<file path="src/rtl/syn_current_accum.sv">
`default_nettype none
// ============================================================================
// Module   : syn_current_accum
// Brief    : Synaptic current integrator. It gates the shadowed STDP weights
//            with the presynaptic spikes and sums them (stage 1). The sum is
//            folded into a leaky, saturating 8-bit current register (stage 2).
//            A post spike clears the accumulated current.
// Config   : SYN_LEAK_EN - when defined, cur >> LEAK_SHIFT is subtracted on
//            every enabled cycle. When undefined, the block is a pure
//            saturating integrator.
// Revision : 1.0 - initial release
// ============================================================================
module syn_current_accum #(
  parameter int N_PRE      = 4,
  parameter int W_BITS     = 4,
  parameter int LEAK_SHIFT = 2,
  parameter int GAIN_SHIFT = 1
) (
  input  logic                      clk,
  input  logic                      rst,
  input  logic                      en,
  input  logic [N_PRE-1:0]          pre_spike,
  input  logic [N_PRE*W_BITS-1:0]   weight,
  input  logic                      w_load,
  input  logic                      post_spike,
  output logic [7:0]                current_out,
  output logic                      sat
);

  // Sum width: W_BITS plus enough headroom for N_PRE terms (6 bits by default).
  localparam int c_SUM_W = W_BITS + $clog2(N_PRE);
  // Accumulator arithmetic width. It is wide enough for 255 + (max sum << gain).
  localparam int c_ACC_W = 10;

`ifdef SYN_LEAK_EN
  localparam logic c_LEAK_ON = 1'b1;
`else
  localparam logic c_LEAK_ON = 1'b0;
`endif

  logic [N_PRE*W_BITS-1:0] r_w_sh;
  logic [N_PRE*W_BITS-1:0] w_w_sh_rst;
  logic [c_SUM_W-1:0]      w_sum;
  logic [c_SUM_W-1:0]      r_sum;
  logic [7:0]              r_cur;
  logic                    r_sat;
  logic [c_ACC_W-1:0]      w_cur_ext;
  logic [c_ACC_W-1:0]      w_leak;
  logic [c_ACC_W-1:0]      w_gain;
  logic [c_ACC_W-1:0]      w_nxt;
  logic                    w_clip;

  // Reset value of the shadow: mid-scale (MSB only) in every synapse slot.
  genvar g;
  generate
    for (g = 0; g < N_PRE; g++) begin : g_sh_rst
      assign w_w_sh_rst[g*W_BITS +: W_BITS] = W_BITS'(1) << (W_BITS - 1);
    end
  endgenerate

  // Weight shadow. It loads whenever w_load is high, regardless of en or post_spike.
  always_ff @(posedge clk or posedge rst) begin
    if (rst)         r_w_sh <= w_w_sh_rst;
    else if (w_load) r_w_sh <= weight;
  end

  // Gate each shadowed weight with its spike and add them up.
  always_comb begin
    w_sum = '0;
    for (int k = 0; k < N_PRE; k++) begin
      if (pre_spike[k]) w_sum = w_sum + c_SUM_W'(r_w_sh[k*W_BITS +: W_BITS]);
    end
  end

  // Stage 1 register. A post spike discards both the held sum and the spikes on this edge.
  always_ff @(posedge clk or posedge rst) begin
    if (rst)             r_sum <= '0;
    else if (post_spike) r_sum <= '0;
    else if (en)         r_sum <= w_sum;
  end

  // Next accumulator value. The leak never exceeds cur, so nothing underflows.
  always_comb begin
    w_cur_ext = c_ACC_W'(r_cur);
    w_leak    = c_LEAK_ON ? (w_cur_ext >> LEAK_SHIFT) : '0;
    w_gain    = c_ACC_W'(r_sum) << GAIN_SHIFT;
    w_nxt     = w_cur_ext - w_leak + w_gain;
    w_clip    = (w_nxt > c_ACC_W'(255));
  end

  // Stage 2 register: a saturating current, with a flag for the cycle that clipped.
  always_ff @(posedge clk or posedge rst) begin
    if (rst) begin
      r_cur <= '0;
      r_sat <= 1'b0;
    end else if (post_spike) begin
      r_cur <= '0;
      r_sat <= 1'b0;
    end else if (en) begin
      r_cur <= w_clip ? 8'hFF : w_nxt[7:0];
      r_sat <= w_clip;
    end
  end

  assign current_out = r_cur;
  assign sat         = r_sat;

endmodule
`default_nettype wire

</file>
<file path="config.mk">
export PLATFORM = sky130hd
export DESIGN_NAME = syn_current_accum
export DESIGN_NICKNAME = d
export VERILOG_FILES = /design/src/rtl/syn_current_accum.sv
export SDC_FILE = /design/constraint.sdc
export NUM_CORES = 1
export LEC_CHECK = 0
export BUFFER_PORTS_ARGS = -buffer_cell sky130_fd_sc_hd__buf_2
export CORE_ASPECT_RATIO = 0.6
export CORE_MARGIN = 4
export CORE_UTILIZATION = 55
export CTS_CLUSTER_SIZE = 14
export DETAILED_ROUTE_END_ITERATION = 10
export PLACE_DENSITY_LB_ADDON = 0.15
export SLEW_MARGIN = 20
export SYNTH_ARGS = -nofsm -noshare
export SYNTH_HDL_FRONTEND = slang
export SYNTH_SLANG_ARGS = --single-unit
</file>
<file path="constraint.sdc">
create_clock -name clk -period 4 [get_ports clk]
set_input_delay 0.6 -clock clk [delete_from_list [all_inputs] [get_ports clk]]
set_output_delay 0.6 -clock clk [all_outputs]
set_load 0.1 [all_outputs]
</file>
==> results of run 1 <==
## cell usage after synthesis (all sizes together) (2+ instances only)
master / number
dfrtp: 27
nor2: 25
a21oi: 18
ha: 17
mux2: 17
inv: 14
nand2: 11
o21ai: 11
a211oi: 10
clkbuf: 7
xnor2: 6
nand3: 5
dfstp: 4
fa: 4
nand2b: 4
a21o: 3
buf: 3
mux2i: 3
a311oi: 2
and3: 2
nor2b: 2
nor3b: 2
o211ai: 2
o21a: 2
o22ai: 2
o32ai: 2
or3: 2
xor2: 2
## report_power, final
part / total (mW) / switching (mW) / internal, mW
registers: 0.370 / 0.0246 / 0.346
clock network: 0.371 / 0.122 / 0.249
logic: 0.440 / 0.240 / 0.201
## state kept, by name (all words and copies together), names as in the netlist
register / cells
r_sum: 6
current_out: 8
r_w_sh: 16
sat: 1
## kinds of logic after synthesis
kind of cell / synth area share, %
AOI/OAI and AO/OA: 20.1
and+or+nand+nor: 12.5
DFF: 35.7
buffers and inverters: 4.40
adders and majority gates: 13.4
muxes: 10.9
xor gates and xnor gates: 3.20
## worst max-delay path: stages
cell,delay (ns)
buf_2,0.09
and2_4,0.13
ha_2,0.17
inv_1,0.05
fa_2,0.39
xnor2_2,0.15
and3_4,0.18
or2_2,0.30
ha_4,0.18
buf_4,0.14
nor2_2,0.13
o21ba_2,0.15
o21ai_1,0.07
o41ai_2,0.08
inv_1,0.13
ha_4,0.28
o21ai_0,0.19
a21oi_1,0.08
xnor2_1,0.15
and3_1,0.18
a211o_1,0.21
## metrics by stage
stage               utilization, %  hold slack (ns)  setup WS, ns  area, sq um
floorplan                        -            0.463        0.0566         2190
global placement              65.5            0.478       -0.0710         2450
detailed placement            65.5            0.487        -0.306         2450
global route                  71.8            0.517       -0.0848         2690
CTS                           69.3            0.502        0.0542         2590
finish                        71.8            0.494         0.139         2690
## routing by layer
layer	track usage [%]	vias up	wire length [um]
li1	-	895	-
met1	33.5	868	2580
met2	26.1	61	1990
met3	4.69	5	316
met4	4.67	0	40
met5	0	-	0
## worst paths after layout
kind | slack (ns) | cells after the start | start | endpoint
worst max-delay path | 0.14 | 21 | pre_spike[0] | r_sum[4]$_DFFE_PP0P_
worst min-delay path | 0.49 | 2 | rst | r_w_sh[14]$_DFFE_PP0P_
worst max register to register | 0.18 | 20 | r_w_sh[0]$_DFFE_PP0P_ | r_sum[4]$_DFFE_PP0P_
worst min register to register | 0.51 | 1 | r_sum[4]$_DFFE_PP0P_ | r_sum[4]$_DFFE_PP0P_
max in group asynchronous | 2.75 | 3 | rst | r_w_sh[11]$_DFFE_PP1P_
min in group clk | 0.51 | 1 | r_sum[4]$_DFFE_PP0P_ | r_sum[4]$_DFFE_PP0P_
## timing repair
item,CTS,global route
setup buffers,0,3
resized for setup,1,15
setup endpoints to repair,1,3
hold buffers,0,0
gates cloned,0,0
pin swaps,0,7
## cell type report
cell class	count	area, sq um	share of cell area, %
clock buffer	6	72.6	2.70
clock inverter	2	60.1	2.23
inverter	14	52.6	1.96
multi-input combinational	170	1390	51.8
sequential	31	781	29.1
tap	47	58.8	2.19
timing repair buffer	47	270	10.1
==> key figures, run 1 <==
Final layout
  – Layout cells sized above 1: a little over a third
  – Most frequent cells in the layout: 33 x buf_2, 27 x dfrtp_1, 24 x nor2_1
  – Non-Filler Instances: approximately 320
  – Fillers: about 280
  – NumNets Final: 315
  – Syn-to-layout area delta: 22.7%
  – Diodes inserted: 0
  – Most common cell after layout, fill and taps aside: buf_2

Worst setup path
  – Worst setup path class: primary input to register
  – CP Launch Type: primary input
  – Critical Path End Type: register
  – WP data arrival: 4.03 ns
  – Top fanout value on the critical path: 4
  – CP Data Required Time: 4.17 ns

Yosys
  – Syn_nets: 271
  – Post-synth top area share: 30.9%
  – Synthesized flop and latch total: 31
  – Synth top area cells: dfrtp_1 31%, ha_1 9.7%, mux2_2 7.7%
  – Ys async rst share: 100%
  – Number of flops mapped to enable cells by yosys: 0
  – Synth cell types: 53
  – Syn avg cell area: 9.73 sq um
  – Cells after Synth: 225
  – Top FF cell, synth: dfrtp_1
  – Synthesized cell area: 0.00219 sq mm
  – Register area share after synthesis: 35.7%
  – Yosys warns: 0
  – Biggest area consumer among synthesized cells: dfrtp_1

Timing
  – Fin Setup TNS: 0 ns
  – Period Utilization, post-route: 96.5%
  – Final Hold Violating Endpoints: 0
  – Worst Tran Pin Value: 0.871 ns
  – Achievable Freq: between 200 and 300 MHz
  – Setup violators final: 0
  – Slew Limit Fails: 0
  – Worst slew margin: 41.8%
  – Period minus WS final: ~3.9 ns
  – Worst Skew: 0.00521 ns

Floorplanning
  – Initial core utilization: between 50% and 60%
  – Rows: 17
  – DIE HEIGHT: 56.9 um
  – CORE AREA: 0.00374 sq mm
  – # IOs: 34
  – Die width: 89.5 um
  – DIE AREA: around 0.0051 sq mm

Clock tree
  – Root Driver: clkbuf_8
  – CTS max path bufs: 2
  – Clk slew on worst S/H paths: roughly 0.070 ns
  – Clk sink count: 31
  – Clock Latency Late Sink: 0.28 ns
  – CTS tree: done
  – Max H-tree Level: 2
  – CTS buffer count: 5

GRT
  – Initial antenna violation count: 0
  – Total gr overflow: 0
  – Largest net degree at the start of global routing: 30
  – Total global routing track utilization: between 20% and 30%
  – First-pass GRT wire length: 8.05 mm
  – Vias in the first global route: 1,701

Placement
  – Placed Instances: between 300 and 400
  – Port Buffers: 33
  – HPWL after detailed placement: between 3 and 4 mm
  – GPL Wtd Cong: 0.899

Job
  – MaxCap Viol Count: 0

Route
  – DR DRC count: 0
  – Post-route ant nets: 0
  – Routed wire length: 4.93 mm
  – Routed wire per std cell: 15.6 um
  – Detailed Route Iter0 Violations: between 100 and 150
  – Vias/cell: 5.77
  – 1st-pass router iterations: 4
  – Vias: 1,829

Power and ir drop
  – Power Total: 1.18 mW
  – Leakage: 1.29 nW
  – Max VDD drop: 0.286 mV
  – Power Density: between 400 and 500 mW/mm^2

Min path
  – HP Class: primary input to async pin

Run status
  – Status: complete, no violations
Power figures use the tool's default switching activity.
==> run 2: changes to the inputs <==
CORE_UTILIZATION = 37   (was 55)
==> key figures, run 2 (same netlist as run 1, synthesis figures left out) <==
Run status
  – Status: complete, no violations (unchanged)

Worst setup path
  – CP Launch Type: primary input (unchanged)
  – Critical Path End Type: register (unchanged)
  – Crit-path cells: buf_2, and2_1, ha_1, inv_1, fa_2, xnor2_2, and3_1, or2_2, ha_1, a211oi_2, o21ba_2, o21ai_1, o41ai_2, inv_1, ha_4, buf_4, nand3_1, a21oi_1, o211ai_1, a311oi_1 (was buf_2, and2_4, ha_2, inv_1, fa_2, xnor2_2, and3_4, or2_2, ha_4, buf_4, nor2_2, o21ba_2, o21ai_1, o41ai_2, inv_1, ha_4, o21ai_0, a21oi_1, xnor2_1, and3_1, a211o_1)
  – CP max stage cell: fa_2 (unchanged)
  – Max stage delay on crit path: 0.37 ns (was 0.39 ns)
  – CP Data Required Time: 4.19 ns (was 4.17 ns)
  – Worst setup path class: primary input to register (unchanged)
  – WP data arrival: 4.04 ns (was 4.03 ns)
  – Top fanout value on the critical path: 4 (unchanged)

Power and ir drop
  – Max VDD drop: 0.194 mV (was 0.286 mV)
  – Leakage: 1.25 nW (was 1.29 nW)
  – Power Density: 393 mW/mm^2 (was 439 mW/mm^2)

Final layout
  – Syn-to-layout area delta: 20.2% (was 22.7%)
  – Layout cells sized above 1: 33.6% (was 35.9%)
  – Post-route design area: 0.00263 sq mm (was 0.00269 sq mm)
  – Most common cell after layout, fill and taps aside: buf_2 (unchanged)
  – Largest reg by FF count: r_w_sh (unchanged)
  – Max reg flops: 16 (unchanged)
  – Reg area: 781 sq um (unchanged)
  – Finished Core Util: 46.6% (was 71.8%)
  – Diodes inserted: 0 (unchanged)
  – NumNets Final: 313 (was 315)
  – Multi-input logic area: 0.00136 sq mm (was 0.00139 sq mm)
  – Most frequent cells in the layout: 33 x buf_2, 27 x dfrtp_1, 24 x nor2_1 (unchanged)
  – Fillers: 560 (was 278)

Placement
  – Place WS: -0.229 ns (was -0.306 ns)
  – Placed inst area: 0.00250 sq mm (was 0.00245 sq mm)
  – GPL Wtd Cong: 0.827 (was 0.899)
  – Port Buffers: 33 (unchanged)
  – HPWL after detailed placement: 3.70 mm (was 3.55 mm)

Clock tree
  – Clock Latency Late Sink: 0.29 ns (was 0.28 ns)
  – Clk slew on worst S/H paths: 0.08 ns (was 0.07 ns)
  – Max H-tree Level: 2 (unchanged)
  – CTS tree: done (unchanged)
  – CTS buffer count: 5 (unchanged)
  – Root Driver: clkbuf_8 (unchanged)
  – CTS max path bufs: 2 (unchanged)
  – Clk sink count: 31 (unchanged)
  – Post-CTS setup repair buffer count: 0 (unchanged)

Timing
  – Worst slew margin: 65.8% (was 41.8%)
  – Setup violators final: 0 (unchanged)
  – Final Hold Violating Endpoints: 0 (unchanged)
  – Slew Limit Fails: 0 (unchanged)
  – Worst Skew: 0.00958 ns (was 0.00521 ns)
  – Fin Setup TNS: 0 ns (unchanged)
  – Period minus WS final: 3.86 ns (about the same)
  – Period Utilization, post-route: 96.5% (about the same)
  – Min Hold Slack: 0.382 ns (was 0.494 ns)
  – Setup ws final: 0.141 ns (was 0.139 ns)
  – Worst Tran Pin Value: 0.513 ns (was 0.871 ns)
  – Achievable Freq: 259 MHz (about the same)

Floorplanning
  – Die width: 107 um (was 89.5 um)
  – DIE HEIGHT: 67.6 um (was 56.9 um)
  – Rows: 21 (was 17)
  – CORE AREA: 0.00565 sq mm (was 0.00374 sq mm)
  – Initial core utilization: 38.8% (was 58.5%)
  – # IOs: 34 (unchanged)
  – DIE AREA: 0.00725 sq mm (was 0.00509 sq mm)

Route
  – Detailed Route Iter0 Violations: 61 (was 133)
  – Routed wire length: 5.02 mm (was 4.93 mm)
  – DR DRC count: 0 (unchanged)
  – 1st-pass router iterations: 4 (unchanged)
  – Vias/cell: 5.04 (was 5.77)
  – Post-route ant nets: 0 (unchanged)
  – Vias: 1,754 (was 1,829)
  – Routed wire per std cell: 14.4 um (was 15.6 um)

Min path
  – HP Class: primary input to async pin (unchanged)

GRT
  – Vias in the first global route: 1,641 (was 1,701)
  – Initial antenna violation count: 0 (unchanged)
  – Total global routing track utilization: 14.8% (was 20.4%)
  – Total gr overflow: 0 (unchanged)
  – Largest net degree at the start of global routing: 32 (was 30)
  – First-pass GRT wire length: 8.20 mm (was 8.05 mm)

Job
  – MaxCap Viol Count: 0 (unchanged)
-- run 2: changes by cell type in the layout (fill, tap and decap cells not counted), sizes merged --
cell / delta
buf: -2
bufinv: -2
clkinvlp: +1
clkinv: +1
-- run 2: metrics by stage --
step | total power, mW | std cells
6_report | 1.03 | 348
3_3_place_gp | 0.764 | 340
2_1_floorplan | 0.663 | 225
3_5_place_dp | 0.767 | 340
4_1_cts | 1.02 | 348
5_1_grt | 1.11 | 348
-- run 2: timing repair --
action	in CTS	in global routing
gates resized for setup	0	10
hold buffers	0	0
endpoints found under the setup margin	0	3
endpoints found under the hold margin	0	0
-- run 2: critical path: cells and delay by family --
kind                     cells  cell delay (ns)
AO/OA/AOI/OAI                7             1.19
XOR/XNOR                     1             0.15
adder cells (fa/ha/maj)      4             1.06
buffers and inverters        4             0.37
AND/OR/NAND/NOR              4             0.68
-- run 2: metal layers --
layer | track usage (%) | share of wire [%] | vias up
met5 | 0 | 0 | -
met4 | 4.31 | 0 | 0
met3 | 4.11 | 5.5 | 0
met2 | 18.5 | 40 | 34
met1 | 23.6 | 55 | 823
li1 | - | - | 897
-- run 2: power breakdown --
part           switching [mW]  internal (mW)  total, mW  leakage (nW)
clock                   0.127          0.122      0.248        0.0412
combinational           0.228          0.189      0.417         0.827
sequential             0.0236          0.345      0.369         0.384
-- run 2: area by class of cell --
class | count | share of cell area (%)
multi-input combinational | 170 | 51.6
sequential | 31 | 29.7
timing repair buffer | 45 | 9.70
tap | 80 | 3.80
clock buffer | 6 | 2.76
inverter | 14 | 2.00
clock inverter | 2 | 0.475
-- run 2: worst paths after layout --
path	slack [ns]	startpoint	depth (start not counted)	to
max	0.14	pre_spike[0]	20	r_sum[5]$_DFFE_PP0P_
min	0.38	rst	3	current_out[0]$_DFFE_PP0P_
max reg2reg	0.19	r_w_sh[0]$_DFFE_PP0P_	19	r_sum[5]$_DFFE_PP0P_
min reg2reg	0.50	r_sum[4]$_DFFE_PP0P_	1	r_sum[4]$_DFFE_PP0P_
max in group asynchronous	3.28	rst	3	r_w_sh[11]$_DFFE_PP1P_
min in group clk	0.50	r_sum[4]$_DFFE_PP0P_	1	r_sum[4]$_DFFE_PP0P_
==> run 3: changes to the inputs <==
CORE_MARGIN = unset   (was 4)
PLACE_DENSITY_LB_ADDON = unset   (was 0.15)
==> key figures, run 3 (same netlist as run 1, synthesis figures left out) <==
Timing
  – Slew Limit Fails: 0 (unchanged)
  – Achievable Freq: 264 MHz (was 259 MHz)
  – Worst slew margin: 65.7% (was 65.8%)
  – Period minus WS final: 3.78 ns (was 3.86 ns)
  – Worst Skew: 0.00532 ns (was 0.00958 ns)
  – Period Utilization, post-route: 94.6% (was 96.5%)
  – Final Hold Violating Endpoints: 0 (unchanged)
  – Setup violators final: 0 (unchanged)
  – Worst Tran Pin Value: 0.514 ns (was 0.513 ns)

Route
  – DR DRC count: 0 (unchanged)
  – Max Used Layer: met4 (was met3)
  – WL met3: 254 um (was 275 um)
  – Detailed Route Iter0 Violations: 101 (was 61)
  – Routed wire per std cell: 14.2 um (was 14.4 um)
  – Vias/cell: 5.11 (was 5.04)
  – Post-route ant nets: 0 (unchanged)
  – Routed wire length: 4.97 mm (was 5.02 mm)
  – Met1 wire length: 2.76 mm (was 2.75 mm)
  – Vias: 1,790 (was 1,754)
  – Met2 routed WL: 1.91 mm (was 1.99 mm)
  – 1st-pass router iterations: 4 (unchanged)

Power and ir drop
  – Leakage: 1.26 nW (was 1.25 nW)
  – Power Total: 1.04 mW (was 1.03 mW)
  – Max VDD drop: 0.214 mV (was 0.194 mV)
  – Power Density: 394 mW/mm^2 (was 393 mW/mm^2)

GRT
  – First-pass GRT wire length: 8.01 mm (was 8.20 mm)
  – Total gr overflow: 0 (unchanged)
  – Vias in the first global route: 1,681 (was 1,641)
  – Largest net degree at the start of global routing: 32 (unchanged)
  – Initial antenna violation count: 0 (unchanged)
  – Total global routing track utilization: 17.4% (was 14.8%)

Worst setup path
  – Critical Path End Type: register (unchanged)
  – CP Launch Type: primary input (unchanged)
  – Max stage delay on crit path: 0.40 ns (was 0.37 ns)
  – WP buf/inv: 4 (unchanged)
  – CP top delay family: adder cells (was compound AO/OA/AOI/OAI gates)
  – Crit-path cells: buf_2, and2_1, ha_1, inv_1, fa_1, xnor2_1, and3_1, or2_2, ha_1, buf_4, nor2_2, o21ba_2, o21ai_1, o41ai_2, inv_1, ha_4, o21ai_0, a21oi_1, xnor2_1, nor3b_1, a211o_1 (was buf_2, and2_1, ha_1, inv_1, fa_2, xnor2_2, and3_1, or2_2, ha_1, a211oi_2, o21ba_2, o21ai_1, o41ai_2, inv_1, ha_4, buf_4, nand3_1, a21oi_1, o211ai_1, a311oi_1)
  – Worst setup path class: primary input to register (unchanged)
  – CP Data Required Time: 4.18 ns (was 4.19 ns)
  – Top fanout value on the critical path: 4 (unchanged)
  – CP max stage cell: fa_1 (was fa_2)
  – WP data arrival: 3.96 ns (was 4.04 ns)

Floorplanning
  – Rows: 21 (unchanged)
  – Die width: 101 um (was 107 um)
  – DIE HEIGHT: 61.6 um (was 67.6 um)
  – Initial core utilization: 38.8% (unchanged)
  – CORE AREA: 0.00565 sq mm (unchanged)
  – # IOs: 34 (unchanged)
  – DIE AREA: 0.00624 sq mm (was 0.00725 sq mm)

Clock tree
  – Clk sink count: 31 (unchanged)
  – Clock Latency Late Sink: 0.29 ns (about the same)
  – CTS buffer count: 5 (unchanged)
  – CTS tree: done (unchanged)
  – Clk slew on worst S/H paths: 0.07 ns (was 0.08 ns)
  – Max H-tree Level: 2 (unchanged)
  – Root Driver: clkbuf_8 (unchanged)
  – CTS max path bufs: 2 (unchanged)

Final layout
  – Layout cells sized above 1: 33.3% (was 33.6%)
  – Fillers: 552 (was 560)
  – Diodes inserted: 0 (unchanged)
  – Syn-to-layout area delta: 20.5% (was 20.2%)
  – Post-route design area: 0.00264 sq mm (was 0.00263 sq mm)
  – Most frequent cells in the layout: 33 x buf_2, 27 x dfrtp_1, 24 x nor2_1 (unchanged)
  – Max reg flops: 16 (unchanged)
  – Largest reg by FF count: r_w_sh (unchanged)
  – Non-Filler Instances: 350 (was 348)
  – Finished Core Util: 46.7% (was 46.6%)
  – NumNets Final: 315 (was 313)
  – Most common cell after layout, fill and taps aside: buf_2 (unchanged)

Placement
  – Placed Instances: 341 (was 340)
  – Placed inst area: 0.00251 sq mm (was 0.00250 sq mm)
  – Port Buffers: 33 (unchanged)
  – HPWL after detailed placement: 3.71 mm (was 3.70 mm)
  – GPL Wtd Cong: 0.817 (was 0.827)

Run status
  – Status: complete, no violations (unchanged)

Job
  – MaxCap Viol Count: 0 (unchanged)

Min path
  – HP Class: primary input to async pin (unchanged)
## run 3: changes by cell type in the layout (fill, tap and decap cells not counted), sizes merged
cell  before  now
buf       45   47
## run 3: per-stage QoR
stage,setup slack (ns),TNS (ns),hold slack [ns]
5_1_grt,-0.0317,-0.0317,0.421
3_5_place_dp,-0.217,-0.491,0.484
6_report,0.218,0,0.382
3_3_place_gp,-0.0775,-0.128,0.487
4_1_cts,0.0775,0,0.387
2_1_floorplan,0.0566,0,0.463
## run 3: worst reg2reg max path, cell delays in order, from the launching register on
cell     delay [ns]
dfrtp_1        0.35
and2_1         0.15
ha_1           0.16
inv_1          0.05
fa_1           0.40
xnor2_1        0.15
and3_1         0.19
or2_2          0.27
ha_1           0.21
buf_4          0.14
nor2_2         0.12
o21ba_2        0.14
o21ai_1        0.07
o41ai_2        0.07
inv_1          0.13
ha_4           0.31
o21ai_0        0.07
a21oi_1        0.15
xnor2_1        0.15
nor3b_1        0.08
a211o_1        0.26
## run 3: repair_timing
action                     CTS  global route
hold buffers                 0             0
gates resized for setup      0             7
buffers inserted             0             1
setup endpoints to repair    0             2
## run 3: area by class of cell
type	count	area [sq um]	area share, %
multi-input combinational	170	1350	51.1
sequential	31	781	29.6
timing repair buffer	47	270	10.2
tap	80	100	3.80
clock buffer	6	72.6	2.75
inverter	14	52.6	1.99
clock inverter	2	12.5	0.474
## run 3: metal layers
metal  vias up  track usage [%]
met4         0             5.59
met5         -                0
li1        900                -
met1       841             26.9
met3         5             4.09
met2        44             23.4
## run 3: path summary, 6_finish.rpt
path,from,to,slack [ns],depth (start not counted)
max,pre_spike[0],r_sum[4]$_DFFE_PP0P_,0.22,21
min,rst,current_out[0]$_DFFE_PP0P_,0.38,3
max reg2reg,r_w_sh[0]$_DFFE_PP0P_,r_sum[4]$_DFFE_PP0P_,0.25,20
min reg2reg,r_sum[4]$_DFFE_PP0P_,r_sum[4]$_DFFE_PP0P_,0.50,1
max in group asynchronous,rst,r_w_sh[11]$_DFFE_PP1P_,3.28,3
min in group clk,r_sum[4]$_DFFE_PP0P_,r_sum[4]$_DFFE_PP0P_,0.50,1
## run 3: report_power, final
part | internal, mW | switching, mW
logic | 0.192 | 0.229
registers | 0.345 | 0.0237
clock network | 0.122 | 0.128
